==> src/rtl/io_pkg.sv <==
// Shared types for the pad output driver.
//   io_mode_e  : command mode encoding carried on cmd_mode
//   io_state_e : driver FSM states
//   DEFAULT_CNT_W : default width of the pulse-width / half-period counter
package io_pkg;

    localparam int unsigned DEFAULT_CNT_W = 16;

    typedef enum logic [1:0] {
        MODE_LEVEL = 2'd0,
        MODE_PULSE = 2'd1,
        MODE_BLINK = 2'd2,
        MODE_HIZ   = 2'd3
    } io_mode_e;

    typedef enum logic [1:0] {
        StIdle  = 2'd0,
        StPulse = 2'd1,
        StBlink = 2'd2
    } io_state_e;

endpackage

==> src/rtl/io_output_driver_if.sv <==
// Command channel between the MCU-facing register logic and the pad driver.
//   cmd_valid : command strobe (master)
//   cmd_ready : driver can accept a command this cycle (slave)
//   cmd_mode  : LEVEL / PULSE / BLINK / HIZ
//   cmd_level : drive value, pulse polarity or blink start value
//   cmd_count : pulse width or blink half-period in cycles, 0 treated as 1
interface io_output_driver_if
    import io_pkg::*;
#(
    parameter int unsigned CNT_W = DEFAULT_CNT_W
);
    logic             cmd_valid;
    logic             cmd_ready;
    io_mode_e         cmd_mode;
    logic             cmd_level;
    logic [CNT_W-1:0] cmd_count;

    modport master (
        output cmd_valid,
        output cmd_mode,
        output cmd_level,
        output cmd_count,
        input  cmd_ready
    );

    modport slave (
        input  cmd_valid,
        input  cmd_mode,
        input  cmd_level,
        input  cmd_count,
        output cmd_ready
    );

endinterface

==> src/rtl/io_readback_check.sv <==
// Pad readback checker: synchronizes the raw pad, waits for the pad to settle after
// every drive change, and raises a sticky fault when the pad disagrees with the
// driven value while the driver is actively driving.
//   clk, rst_n    : clock, synchronous active-low reset
//   pin_out       : currently driven pad value (registered)
//   pin_hiz       : currently driven tristate (registered), 1 = no compare
//   drive_change  : pin_out or pin_hiz changes on this edge
//   pin_in        : raw asynchronous pad readback
//   fault_clr     : clears the sticky fault (a same-cycle set wins)
//   fault         : sticky mismatch flag
module io_readback_check
    import io_pkg::*;
#(
    parameter int unsigned SETTLE_CYC  = 4,
    parameter int unsigned SYNC_STAGES = 3   // minimum 2
) (
    input  logic clk,
    input  logic rst_n,
    input  logic pin_out,
    input  logic pin_hiz,
    input  logic drive_change,
    input  logic pin_in,
    input  logic fault_clr,
    output logic fault
);

    localparam int unsigned SettleLoad = SETTLE_CYC + SYNC_STAGES;
    localparam int unsigned SettleW    = $clog2(SettleLoad + 1);

    logic [SYNC_STAGES-1:0] sync_q;
    logic [SettleW-1:0]     settle_q, settle_d;
    logic                   fault_q, fault_d;
    logic                   rb;
    logic                   mismatch;

    assign rb = sync_q[SYNC_STAGES-1];

    // The settle window covers both the pad's own settling and the synchronizer
    // latency, so a compare never sees a stale readback of the old drive value.
    always_comb begin
        settle_d = settle_q;
        if (drive_change) begin
            settle_d = SettleW'(SettleLoad);
        end else if (settle_q != '0) begin
            settle_d = settle_q - SettleW'(1);
        end
    end

    assign mismatch = (settle_q == '0) && !pin_hiz && (rb != pin_out);
    assign fault_d  = mismatch | (fault_q & ~fault_clr);

    always_ff @(posedge clk) begin
        if (!rst_n) begin
            sync_q   <= '0;
            settle_q <= SettleW'(SettleLoad);
            fault_q  <= 1'b0;
        end else begin
            sync_q   <= {sync_q[SYNC_STAGES-2:0], pin_in};
            settle_q <= settle_d;
            fault_q  <= fault_d;
        end
    end

    assign fault = fault_q;

endmodule

==> src/rtl/io_output_driver.sv <==
// Command-driven pad driver. Drives one pad from registered outputs as a static
// level, a single timed pulse, a continuous blink, or high-Z. All pad outputs
// update on the edge that accepts a command; there is no path from cmd_* to pin_*.
//   clk, rst_n  : clock, synchronous active-low reset
//   cmd         : command channel (io_output_driver_if.slave)
//   pin_out     : registered pad data
//   pin_hiz     : registered pad tristate, 1 = high-Z
//   pin_in      : raw pad readback (used only with IO_OUT_READBACK_EN)
//   fault_clr   : clears sticky fault (used only with IO_OUT_READBACK_EN)
//   busy        : registered, 1 while pulsing or blinking
//   fault       : sticky readback mismatch, tied 0 without IO_OUT_READBACK_EN
// Build option: define IO_OUT_READBACK_EN to include the readback checker.
module io_output_driver
    import io_pkg::*;
#(
    parameter int unsigned CNT_W       = DEFAULT_CNT_W,
    parameter int unsigned SETTLE_CYC  = 4,
    parameter int unsigned SYNC_STAGES = 3
) (
    input  logic               clk,
    input  logic               rst_n,
    io_output_driver_if.slave  cmd,
    output logic               pin_out,
    output logic               pin_hiz,
    input  logic               pin_in,
    input  logic               fault_clr,
    output logic               busy,
    output logic               fault
);

    io_state_e        state_q, state_d;
    logic [CNT_W-1:0] cnt_q, cnt_d;
    logic [CNT_W-1:0] half_q, half_d;
    logic             out_q, out_d;
    logic             hiz_q, hiz_d;
    logic             rest_out_q, rest_out_d;
    logic             rest_hiz_q, rest_hiz_d;
    logic             busy_q;
    logic             accept;
    logic [CNT_W-1:0] load_val;

    // Pulses are not interruptible; a blink accepts commands that pre-empt it.
    assign cmd.cmd_ready = (state_q != StPulse);
    assign accept        = cmd.cmd_valid && cmd.cmd_ready;

    // Counter counts down to 0 inclusive, so load max(count,1)-1.
    assign load_val = (cmd.cmd_count == '0) ? '0 : cmd.cmd_count - CNT_W'(1);

    always_comb begin
        state_d    = state_q;
        cnt_d      = cnt_q;
        half_d     = half_q;
        out_d      = out_q;
        hiz_d      = hiz_q;
        rest_out_d = rest_out_q;
        rest_hiz_d = rest_hiz_q;

        unique case (state_q)
            StIdle, StBlink: begin
                if (accept) begin
                    state_d = StIdle;
                    unique case (cmd.cmd_mode)
                        MODE_LEVEL: begin
                            out_d = cmd.cmd_level;
                            hiz_d = 1'b0;
                        end
                        MODE_HIZ: begin
                            hiz_d = 1'b1;
                        end
                        MODE_PULSE: begin
                            rest_out_d = out_q;
                            rest_hiz_d = hiz_q;
                            out_d      = cmd.cmd_level;
                            hiz_d      = 1'b0;
                            cnt_d      = load_val;
                            state_d    = StPulse;
                        end
                        MODE_BLINK: begin
                            out_d   = cmd.cmd_level;
                            hiz_d   = 1'b0;
                            cnt_d   = load_val;
                            half_d  = load_val;
                            state_d = StBlink;
                        end
                    endcase
                end else if (state_q == StBlink) begin
                    if (cnt_q == '0) begin
                        out_d = ~out_q;
                        cnt_d = half_q;
                    end else begin
                        cnt_d = cnt_q - CNT_W'(1);
                    end
                end
            end
            StPulse: begin
                if (cnt_q == '0) begin
                    out_d   = rest_out_q;
                    hiz_d   = rest_hiz_q;
                    state_d = StIdle;
                end else begin
                    cnt_d = cnt_q - CNT_W'(1);
                end
            end
            default: begin
                state_d = StIdle;
            end
        endcase
    end

    always_ff @(posedge clk) begin
        if (!rst_n) begin
            state_q    <= StIdle;
            cnt_q      <= '0;
            half_q     <= '0;
            out_q      <= 1'b0;
            hiz_q      <= 1'b1;
            rest_out_q <= 1'b0;
            rest_hiz_q <= 1'b1;
            busy_q     <= 1'b0;
        end else begin
            state_q    <= state_d;
            cnt_q      <= cnt_d;
            half_q     <= half_d;
            out_q      <= out_d;
            hiz_q      <= hiz_d;
            rest_out_q <= rest_out_d;
            rest_hiz_q <= rest_hiz_d;
            busy_q     <= (state_d != StIdle);
        end
    end

    assign pin_out = out_q;
    assign pin_hiz = hiz_q;
    assign busy    = busy_q;

`ifdef IO_OUT_READBACK_EN
    logic drive_change;
    assign drive_change = (out_d != out_q) || (hiz_d != hiz_q);

    io_readback_check #(
        .SETTLE_CYC  (SETTLE_CYC),
        .SYNC_STAGES (SYNC_STAGES)
    ) u_readback_check (
        .clk          (clk),
        .rst_n        (rst_n),
        .pin_out      (out_q),
        .pin_hiz      (hiz_q),
        .drive_change (drive_change),
        .pin_in       (pin_in),
        .fault_clr    (fault_clr),
        .fault        (fault)
    );
`else
    logic unused_readback;
    assign unused_readback = pin_in ^ fault_clr;
    assign fault           = 1'b0;
`endif

endmodule

==> src/flat_wrapper.sv <==
// flat-port wrapper written by rule: the top's interface ports become plain ports
module io_output_driver_flat import io_pkg::*;
#(
    parameter int unsigned CNT_W       = DEFAULT_CNT_W,
    parameter int unsigned SETTLE_CYC  = 4,
    parameter int unsigned SYNC_STAGES = 3
)
  (clk, rst_n, pin_out, pin_hiz, pin_in, fault_clr, busy, fault, cmd_cmd_valid, cmd_cmd_mode, cmd_cmd_level, cmd_cmd_count, cmd_cmd_ready);
  io_output_driver_if #(.CNT_W(CNT_W)) cmd_i ();
  input  logic clk;
  input  logic rst_n;
  output logic pin_out;
  output logic pin_hiz;
  input  logic pin_in;
  input  logic fault_clr;
  output logic busy;
  output logic fault;
  input wire logic [$bits(cmd_i.cmd_valid)-1:0] cmd_cmd_valid;
  input wire logic [$bits(cmd_i.cmd_mode)-1:0] cmd_cmd_mode;
  input wire logic [$bits(cmd_i.cmd_level)-1:0] cmd_cmd_level;
  input wire logic [$bits(cmd_i.cmd_count)-1:0] cmd_cmd_count;
  output wire logic [$bits(cmd_i.cmd_ready)-1:0] cmd_cmd_ready;
  assign cmd_i.cmd_valid = cmd_cmd_valid;
  assign cmd_i.cmd_mode = cmd_cmd_mode;
  assign cmd_i.cmd_level = cmd_cmd_level;
  assign cmd_i.cmd_count = cmd_cmd_count;
  assign cmd_cmd_ready = cmd_i.cmd_ready;
  io_output_driver #(.CNT_W(CNT_W), .SETTLE_CYC(SETTLE_CYC), .SYNC_STAGES(SYNC_STAGES)) u_core (.clk(clk), .rst_n(rst_n), .cmd(cmd_i), .pin_out(pin_out), .pin_hiz(pin_hiz), .pin_in(pin_in), .fault_clr(fault_clr), .busy(busy), .fault(fault));
endmodule
==> config.mk <==
export PLATFORM = sky130hd
export DESIGN_NAME = io_output_driver_flat
export DESIGN_NICKNAME = d
export VERILOG_FILES = /design/src/rtl/io_pkg.sv /design/src/rtl/io_output_driver_if.sv /design/src/rtl/io_readback_check.sv /design/src/rtl/io_output_driver.sv /design/src/flat_wrapper.sv
export SDC_FILE = /design/constraint.sdc
export NUM_CORES = 1
export LEC_CHECK = 0
export CORE_MARGIN = 10
export CORE_UTILIZATION = 30
export DETAILED_ROUTE_END_ITERATION = 12
export REMOVE_ABC_BUFFERS = 1
export SETUP_SLACK_MARGIN = 0.02
export SLEW_MARGIN = 20
export SYNTH_ARGS = -nofsm -noshare
export SYNTH_HDL_FRONTEND = slang
export SYNTH_SLANG_ARGS = --single-unit
==> constraint.sdc <==
create_clock -name clk -period 2 [get_ports clk]
set_input_delay 0.4 -clock clk [delete_from_list [all_inputs] [get_ports clk]]
set_output_delay 0.4 -clock clk [all_outputs]
set_load 0.01 [all_outputs]
==> Word-level counts from Yosys, hierarchy flattened <==
Index checks and enable logic that the tools add are counted.
{ "op_classes": {"add_sub_neg": 2, "multipliers": 0, "n_div": 0, "order_cmp": 0, "eq_ne": 13, "shift": 0, "muxes": 21, "bitwise_logic": 1, "reduce_logical": 15} }
{ "ops": {"columns": ["op", "count"], "rows": [
  ["$mux 16", 6],
  ["$logic_not 16->1", 2],
  ["$pmux 16 s2", 1],
  ["$sub 16x1->16 const B", 2],
  ["$reduce_and 3->1", 3],
  ["$pmux 2 s2", 2],
  ["$mux 1", 7],
  ["$eq 2x2->1 const B", 3],
  ["$ne 2x1->1 const B", 3],
  ["$ne 3x1->1 const B", 2],
  ["$ne 3x3->1 const B", 2],
  ["$pmux 1 s2", 3],
  ["$reduce_and 5->1", 1],
  ["$eq 2x1->1 const B", 2],
  ["$logic_not 2->1", 2],
  ["$mux 2", 2],
  ["$reduce_and 4->1", 1],
  ["$reduce_bool 2->1", 2],
  ["$reduce_or 2->1", 2],
  ["$reduce_or 3->1", 1],
  ["$ne 2x2->1 const B", 1],
  ["$logic_and 1x1->1", 1],
  ["$not 1->1", 1]
]} }
{ "word_totals": {"register_bits": 39, "latchBits": 0, "mem_bits_rw": 0, "mem_bits_ro": 0, "output_inout_bits": 5, "word_cells": 60, "memories": 0} }

==> Longest topological paths before layout <==
Gate-level depths: netlist (run 1).
{ "depth": {"ltp_word": 5, "ltp_mapped": 9, "depth_no_buf": 8} }

==> Worst setup path after synthesis (run 1) <==
OpenSTA, ideal clock, no wires.
{ "synth_path": {"kind": "register -> register", "startpoint": "register u_core.cnt_q[0]", "endpoint": "register u_core.cnt_q[7]", "t_arrival_ps": 1902, "path_slack_ps": -21, "stages_incl_launch_ff": 9, "cell_sequence": "dfxtp_1 -> inv_1 -> ha_1 -> nor4b_2 -> nand4b_2 -> or2_4 -> o311ai_2 -> o21ai_1 -> o221a_1"} }
{ "synth_between": {"elab_chain_len": 5} }
{ "synth_rtl": {"columns": ["element", "line_no", "text"], "rows": [
  ["start: declaration", "io_output_driver.sv:32", "logic [CNT_W-1:0] cnt_q, cnt_d;"],
  ["start signal: assignment", "io_output_driver.sv:122", "cnt_q <= cnt_d;"],
  ["$sub 16x1->16 or $logic_not 16->1 (tied branches)", null, null],
  ["$mux 16", "io_output_driver.sv:87", "if (cnt_q == '0) begin"],
  ["$mux 16", "io_output_driver.sv:86", "end else if (state_q == StBlink) begin"],
  ["$mux 16", "io_output_driver.sv:60", "if (accept) begin"],
  ["$pmux 16 s2", "io_output_driver.sv:58", "unique case (state_q)"]
]} }
Parallel ways exist; a longest one is shown, timed or not. The select of a mux whose other input is x is not followed.
A chain may end at the register's enable or synchronous reset.

==> Final worst setup path (run 1) <==
{ "layout_path": {"startpoint": "register u_core.cnt_q[9]", "endpoint": "register u_core.cnt_q[14]"} }
Same word-level chain as after synthesis.

==> results, run 1 <==
- The top routing layer in use is met4.
- The initialized floorplan defines 34 standard-cell rows.
- The number of antenna violations at the first check in global routing came to 0.
- The width of the die is 116 µm.
- The overall die height is 116 µm.
- The layout overhead on the synthesized area is 51.0%.
- The global router's overall resource usage is 13.2%.
- The congestion estimate from routability-driven global placement came to 0.927.
- The tool flagged a number of max-cap violations equal to 0.
- The sequential fraction of the synthesis area is between 20% and 30%.
- The placeable core region is 0.00881 mm².
- The clock tree skew after final layout is approximately 7 ps.
- The clock passes through at most 2 buffers.
- The setup slack after layout is -16.6 ps.
- The number of flip-flops and latches in the synthesized netlist is 39.
- The static power due to leakage is 1.70 nW.
- The CTS tree is yes.
- Summed over all nets, the half-perimeter wirelength after detailed placement is 6820 µm.
- The fmax is between 0.4 and 0.5 GHz.
- The final critical delay including setup and external delays is 2020 ps.
- The first-pass GRT wire length is ~15000 µm.
- The final count of pins violating max slew is 0.
- Each instance of the synthesized netlist takes up on average 7.71 µm².
- The run finished, with violations left.
- Of the available clock period, the critical path in the final layout requires 101%.
- The clock latency on the worst-skew pair is 300 ps.
- The detailed router placed between 3000 and 4000 vias in this run.
- The length of the first detailed-routing pass in iterations is 5.
- Power comes to 2.76 mW.
- The detail-routed net length per standard cell is 15.5 µm.
- The number of top-level pins is 29.
- The area of the die is 0.0133 mm².
- Among all flip-flop cells after synthesis, the most frequent one is sky130_fd_sc_hd__dfxtp_1.
- The amount of wire on met3 after detailed routing is 348 µm.
- The max-slew headroom at the worst pin is 66.4%.
- The number of clock buffers added by TritonCTS is 5.
- The cell area that synthesis handed to floorplanning was approximately 0.0027 mm².
- During synthesis, Yosys emitted a total of 0 warnings.
- The number of sinks handled by clock tree synthesis is 39.
- The share of final-layout standard cells stronger than drive strength 1 is 35.6%.
- The number of library cell types mapped by synthesis is 66.
- The number of filler cells placed in the layout is 836.
- The initial core utilization is 31.1%.
- The antenna diode count is 0.
- The final routed DRC violation total is 0.
- Along the worst hold path, the cell count comes to 2.
- Setup repair after global routing could not meet its margin everywhere.
- Measured in cells, the most critical reg-to-reg path has a length of 7.
- The number of hold buffers added after CTS was 0.
- The actual transition at the worst max-transition pin is 500 ps.
- The root buffer cell is sky130_fd_sc_hd__clkbuf_8.
- The worst endpoint required time is 2250 ps.
- The routed metal-1 wire length is 4410 µm.
- STA puts the critical path data arrival time at 2260 ps.
- The CTS H-tree depth is 2.
- The count of flip-flops with a built-in enable after synthesis is 0.
- The tightest min-delay check is of the flip-flop to flip-flop type.
- The final layout contains routed wiring with a total length of just under 9000 µm.
- The checks that failed: negative setup slack.
- Global routing finished with a remaining overflow of 0.
- Setup violations remaining at the end of the flow were counted as 2.
- In the synthesized netlist the async set-or-reset flop fraction comes to 0%.
- The hold violation count in the final report is 0.
- The count of mapped cells out of synthesis is 355.
- The nature of the critical path startpoint is a flip-flop.
- The met2 wire length is 4030 µm.
- The total power per unit cell area is about 670 mW/mm².
- Clock-pin slew was measured on the worst setup and hold paths at 80 ps.
- At the end of the flow, the number of nets in the layout was 498.
- The element type at the critical path end is a flip-flop.
- Along the worst path, the maximum fanout reaches 6.
- The worst IR drop on VDD is approximately 0.00026 V.
- The type of the setup path with the least slack is flip-flop to flip-flop.
- The final setup TNS is -31.2 ps.
- The pin count of the biggest net entering global routing is 41.
- The violation count after the first detailed-routing iteration is 217.
- The per-cell via count in the routed design is 5.36.
- Port buffering added 25 buffers.
- The number of global-route vias before repair is 2965.
- The post-route antenna net violation count is 0.
[sequential cells by signal, indices dropped and copies added (netlist names)]
register / count
u_core.busy: 1
u_core.state_q: 2
u_core.rest_out_q: 1
u_core.cnt_q: 16
u_core.pin_hiz: 1
u_core.pin_out: 1
u_core.half_q: 16
u_core.rest_hiz_q: 1
[report_power, final]
group	switching [mW]	internal [mW]
sequential	0.0727	0.851
combinational	0.653	0.648
clock	0.298	0.239
[area by class of cell]
type | instances | area [µm²] | share of cell area (%)
clock inverter | 3 | 15.0 | 0.363
inverter | 10 | 37.5 | 0.908
tap | 108 | 135 | 3.27
sequential | 39 | 783 | 18.9
timing repair buffer | 126 | 1040 | 25.2
clock buffer | 5 | 68.8 | 1.66
multi-input combinational | 286 | 2050 | 49.6
[Yosys cell counts, types with 3 or more instances]
cell,instances,share of area [%]
sky130_fd_sc_hd__or3_1,4,0.91
sky130_fd_sc_hd__nor3_1,13,2.4
sky130_fd_sc_hd__nand3_1,14,2.6
sky130_fd_sc_hd__nor2b_1,6,1.4
sky130_fd_sc_hd__xor2_1,6,1.9
sky130_fd_sc_hd__ha_1,6,2.7
sky130_fd_sc_hd__a31oi_1,3,0.69
sky130_fd_sc_hd__and3_1,3,0.69
sky130_fd_sc_hd__a22oi_1,3,0.82
sky130_fd_sc_hd__nand4_1,4,0.91
sky130_fd_sc_hd__nor4_1,9,2.1
sky130_fd_sc_hd__nor2_1,34,4.7
sky130_fd_sc_hd__o31ai_1,4,1.1
sky130_fd_sc_hd__o221ai_1,3,0.96
sky130_fd_sc_hd__xnor2_1,4,1.3
sky130_fd_sc_hd__mux2i_1,4,1.5
sky130_fd_sc_hd__o211a_1,4,1.5
sky130_fd_sc_hd__inv_1,10,1.4
sky130_fd_sc_hd__o21ai_0,16,2.9
sky130_fd_sc_hd__a211oi_1,12,3.3
sky130_fd_sc_hd__clkbuf_1,9,1.2
sky130_fd_sc_hd__a21oi_1,21,3.8
sky130_fd_sc_hd__a21boi_0,8,2.2
sky130_fd_sc_hd__buf_2,6,1.1
sky130_fd_sc_hd__dfxtp_1,39,29
sky130_fd_sc_hd__o21a_1,3,0.82
sky130_fd_sc_hd__nor3b_1,7,1.9
sky130_fd_sc_hd__nand2_1,41,5.6
sky130_fd_sc_hd__and2_1,6,1.4
sky130_fd_sc_hd__o211ai_1,4,1.1
[final timing paths]
path / start / endpoint / slack, ps
hold / removal: u_core.half_q[5] / u_core.half_q[5] / 480
setup reg to reg: u_core.cnt_q[9] / u_core.cnt_q[14] / -20
setup / recovery: u_core.cnt_q[9] / u_core.cnt_q[14] / -20
hold reg to reg: u_core.half_q[5] / u_core.half_q[5] / 480
[what timing repair did]
item	in CTS	in global routing
pin swaps	16	23
buffers inserted	4	3
gates resized for setup	37	51
setup endpoints to repair	32	34
[kinds of logic after synthesis]
family	Yosys count	synth area share, %
AND/OR/NAND/NOR	162	32.0
AO/OA/AOI/OAI	102	26.3
adder cells (fa/ha/maj)	6	2.74
multiplexers	5	1.87
XOR/XNOR	10	3.20
other	1	0.137
flip-flops	39	28.5
buffers and inverters	30	5.21
[cell usage in the layout, fill, tap and decap left out, drive strengths merged, types with 7 or more instances in the layout]
cell,n
a21boi,9
dfxtp,39
inv,10
o21ai,18
a211oi,12
nor2,34
clkbuf,7
a21oi,23
nor4,12
nor3,13
nand3,14
buf,101
dlygate4sd2,9
nand2,41
and2,7
clkdlybuf4s50,12
nor3b,8
[per-stage QoR]
stage / std cells / setup WS [ps] / util (%) / instance area (µm²) / hold slack, ps
2_1_floorplan: 335 / -633 / - / 2630 / 439
3_3_place_gp: 562 / -609 / 42.4 / 3740 / 456
3_5_place_dp: 562 / -579 / 42.4 / 3740 / 463
4_1_cts: 574 / -6.20 / 44.8 / 3940 / 481
5_1_grt: 577 / -147 / 46.9 / 4130 / 502
6_report: 577 / -16.6 / 46.9 / 4130 / 481
[metal layers]
metal,global-route usage [%],vias to the layer above
met1,18.0,1459
li1,-,1543
met2,21.2,76
met5,0,-
met3,1.71,13
met4,3.97,0
[worst max-delay path: stages, from the launching register on]
cell                        delay, ps
sky130_fd_sc_hd__dfxtp_1          360
sky130_fd_sc_hd__nor3_1           450
sky130_fd_sc_hd__buf_4            210
sky130_fd_sc_hd__nand3_1          130
sky130_fd_sc_hd__nor4b_1          380
sky130_fd_sc_hd__a222oi_1         160
sky130_fd_sc_hd__o2bb2ai_1        160
sky130_fd_sc_hd__and2_1           130
(Power assumes the default switching activity.)
==> run 2: changes to the inputs <==
--- a/config.mk
+++ b/config.mk
@@ -5,6 +5,7 @@
 export SDC_FILE = /design/constraint.sdc
 export NUM_CORES = 1
 export LEC_CHECK = 0
+export CORE_ASPECT_RATIO = 0.7
 export CORE_MARGIN = 10
 export CORE_UTILIZATION = 30
 export DETAILED_ROUTE_END_ITERATION = 12
==> results, run 2 (same netlist as run 1, synthesis figures left out) <==
- The run finished, with violations left.
- The checks that failed: negative setup slack.
- The highest cell delay on the worst timing path is 320 ps (-130 ps).
- The worst endpoint required time is 2170 ps (-80 ps).
- The placeable core region was 0.00896 mm² (+1.8%).
- The buffer levels on the longest clock path was 2 (unchanged).
- The pin count of the biggest net entering global routing is 27 (-34%).
- The clock network fraction of design power came to 30.2% (+11 points).
- The number of antenna violations at the first check in global routing is 0 (unchanged).
- The part of the power in combinational logic was 43.9% (-3.2 points).
- The final count of pins violating max slew came to 0 (unchanged).
- The total clock buffers created by CTS is 5 (unchanged).
- The share of final-layout standard cells stronger than drive strength 1 came to 40.0% (+4.4 points).
- The initial core utilization is 30.5% (-0.54 points).
- The area of the die came to 0.0134 mm² (+0.46%).
- The final setup TNS is -34.5 ps (-3.32 ps).
- The post-route antenna net violation count is 0 (unchanged).
- The fraction of power spent switching nets is 33.4% (-3.7 points).
- The number of sinks handled by clock tree synthesis is 39 (unchanged).
- In the layout the commonest cells are 122 x sky130_fd_sc_hd__buf_4, 41 x sky130_fd_sc_hd__nand2_1, 37 x sky130_fd_sc_hd__dfxtp_1.
- The clock latency on the worst-skew pair is 290 ps (about the same).
- The setup slack after layout came to -27.9 ps (-11.4 ps).
- The number of global-route vias before repair is 3207 (+8.2%).
- The violation count after the first detailed-routing iteration came to 338 (+56%).
- The family of cells with the greatest summed delay on the critical path is compound AO/OA/AOI/OAI gates.
- The worst hold slack across all endpoints is 465 ps (-16.4 ps).
- The type of the worst min-delay path is flip-flop to flip-flop.
- The global router's overall resource usage was 15.1% (+1.9 points).
- The number of top-level pins came to 29 (unchanged).
- The antenna diode count was 0 (unchanged).
- The final routed DRC violation total came to 0 (unchanged).
- The count of nets after finishing is 532 (+6.8%).
- The static power due to leakage was 1.95 nW (+14%).
- The width of the die is 134 µm (+16%).
- The final critical delay including setup and external delays came to 2030 ps (+11.4 ps).
- The worst path arrival time is 2200 ps (-60 ps).
- The worst reg2reg path endpoint is u_core.cnt_q[7].
- The first-pass GRT wire length was 16600 µm (+14%).
- The tree is rooted in a sky130_fd_sc_hd__clkbuf_16.
- The library cell used most frequently in the layout, excluding fill and tap cells, is sky130_fd_sc_hd__buf_4.
- In the final layout, the registers with the most flip-flops are u_core.cnt_q: 16 flops, u_core.half_q: 16 flops, u_core.state_q: 2 flops.
- The max-cap check violation count is 0 (unchanged).
- The signal on the critical path passes through inv_2, ha_4, nor4b_4, buf_4, nand4b_2, or2_4, o311ai_2, o21ai_1, o221a_1.
- The CTS H-tree depth is 2 (unchanged).
- The number of buffers added on ports is 25 (unchanged).
- The clock slew at the register clock pins of the worst setup and hold paths came to 60 ps (-20 ps).
- The critical path starts at u_core.cnt_q[1].
- The aggregate global routing overflow is 0 (unchanged).
- The worst-case reg-to-reg path depth is 9 (+2).
- The placer's final routability congestion estimate is 0.892 (-3.8%).
- The critical path ends at u_core.cnt_q[7].
- The total power per unit cell area was 771 mW/mm² (+15%).
- The row count is 29 (-15%).
- The number of setup violations in the final report is 2 (unchanged).
- The routed via count is 3359 (+8.7%).
- The hold violation count in the final report is 0 (unchanged).
- The top fanout value on the critical path is 4 (-2).
- The length of the first detailed-routing pass in iterations is 8 (+3).
- The net switching power came to 1.18 mW (+15%).
- The per-cell via count in the routed design was 5.36 (about the same).
- The element type at the critical path end is a flip-flop.
- The sequential fraction of design power came to 26.0% (-7.5 points).
- The estimated wirelength of the detail-placed design is 7650 µm (+12%).
- The fmax is 0.493 GHz (-0.56%).
- The overall die height is 99.9 µm (-14%).
- The worst IR drop on VDD is 0.000390 V (+52%).
- Relative to the synthesized area, the layout overhead comes to 66.9%.
- The nature of the critical path startpoint is a flip-flop.
- The cell count of the worst hold path came to 2 (unchanged).
- The type of the setup path with the least slack is flip-flop to flip-flop.
- The cell at the slowest stage of the critical path is sky130_fd_sc_hd__dfxtp_2.
- The detail-routed net length per standard cell is 16.9 µm (+8.8%).
- The post-route fraction of the period consumed by the critical path is 101% (+0.57 points).
- Setup repair after global routing could not meet its margin everywhere.
- In this run the critical register-to-register path is launched from u_core.cnt_q[1].
- The clock tree skew after final layout is 4.01 ps (-3.00 ps).
- TritonCTS built the clock tree.
- The cell internal power dissipation came to 2.35 mW (+35%).
- The number of stages on the worst setup path was 9 (+2).
- The minimum setup slack among reg-to-reg paths is -30 ps (about the same).
- The count of buffering cells on the critical path with inverters included is 2 (+1).
- The overall routed net length is 10600 µm (+18%).
==> run 2: cell types whose count changed in the layout (fill, tap and decap cells not counted), moves of 3 or more <==
cell,delta
sky130_fd_sc_hd__o21ai_1,-4
sky130_fd_sc_hd__buf_4,+30
sky130_fd_sc_hd__clkbuf_16,+5
sky130_fd_sc_hd__clkbuf_8,-5
sky130_fd_sc_hd__nor3b_2,-3
sky130_fd_sc_hd__clkdlybuf4s50_1,-4
sky130_fd_sc_hd__clkinv_2,-3
sky130_fd_sc_hd__o21ai_0,+4
sky130_fd_sc_hd__buf_6,+3
sky130_fd_sc_hd__a211oi_2,-3
==> run 2: per-layer routing <==
metal	routed length (µm)	vias up	GRT usage [%]	share of wire, %
met3	888	7	2.89	8.4
met4	93	0	3.50	0.88
met1	4870	1588	21.4	46
met5	0	-	0	0
li1	-	1613	-	-
met2	4720	151	23.0	45
==> run 2: through the flow <==
step | power [mW] | utilization, % | instances | instance area [µm²] | worst slack [ps]
after floorplan | 1.49 | - | 335 | 2630 | -633
after detailed placement | 2.19 | 44.2 | 602 | 3960 | -558
after global routing | 3.66 | 51.0 | 627 | 4570 | -78.2
final | 3.52 | 51.0 | 627 | 4570 | -27.9
after CTS | 3.36 | 48.9 | 623 | 4380 | 22.5
after global placement | 2.17 | 44.2 | 602 | 3960 | -477
==> run 2: worst min path at each step <==
stage / end / start / slack, ps
global placement: u_core.half_q[9] / u_core.half_q[9] / 450
floorplan: u_core.half_q[9] / u_core.half_q[9] / 440
finish: u_core.half_q[2] / u_core.half_q[2] / 460
CTS: u_core.half_q[2] / u_core.half_q[2] / 470
detailed placement: u_core.half_q[2] / u_core.half_q[2] / 460
global route: u_core.half_q[3] / u_core.half_q[3] / 500
==> run 2: timing repair <==
item / in CTS / in global routing
endpoints found under the setup margin: 28 / 27
pin swaps: 21 / 16
hold buffers: 0 / 0
gates cloned: 1 / 0
setup buffers: 12 / 4
resized for setup: 54 / 39
==> run 2: area by class of cell <==
cell class	count	area, µm²
clock buffer	5	125
clock inverter	3	67.6
fill	837	4390
inverter	10	37.5
multi-input combinational	287	2080
sequential	39	783
tap	124	155
timing repair buffer	159	1320
==> run 2: worst reg2reg max path: stages, from the launching register on <==
cell,delay (ps)
sky130_fd_sc_hd__dfxtp_2,320
sky130_fd_sc_hd__inv_2,70
sky130_fd_sc_hd__ha_4,140
sky130_fd_sc_hd__nor4b_4,170
sky130_fd_sc_hd__buf_4,180
sky130_fd_sc_hd__nand4b_2,130
sky130_fd_sc_hd__or2_4,290
sky130_fd_sc_hd__o311ai_2,220
sky130_fd_sc_hd__o21ai_1,130
sky130_fd_sc_hd__o221a_1,250
==> run 2: power by group through the flow <==
stage / Combinational (mW) / Clock [mW] / Sequential (mW)
final: 1.55 / 1.06 / 0.915
after global routing: 1.64 / 1.10 / 0.921
after CTS: 1.38 / 1.07 / 0.909
after detailed placement: 1.27 / 0 / 0.920
after global placement: 1.25 / 0 / 0.918
after floorplan: 0.552 / 0 / 0.940
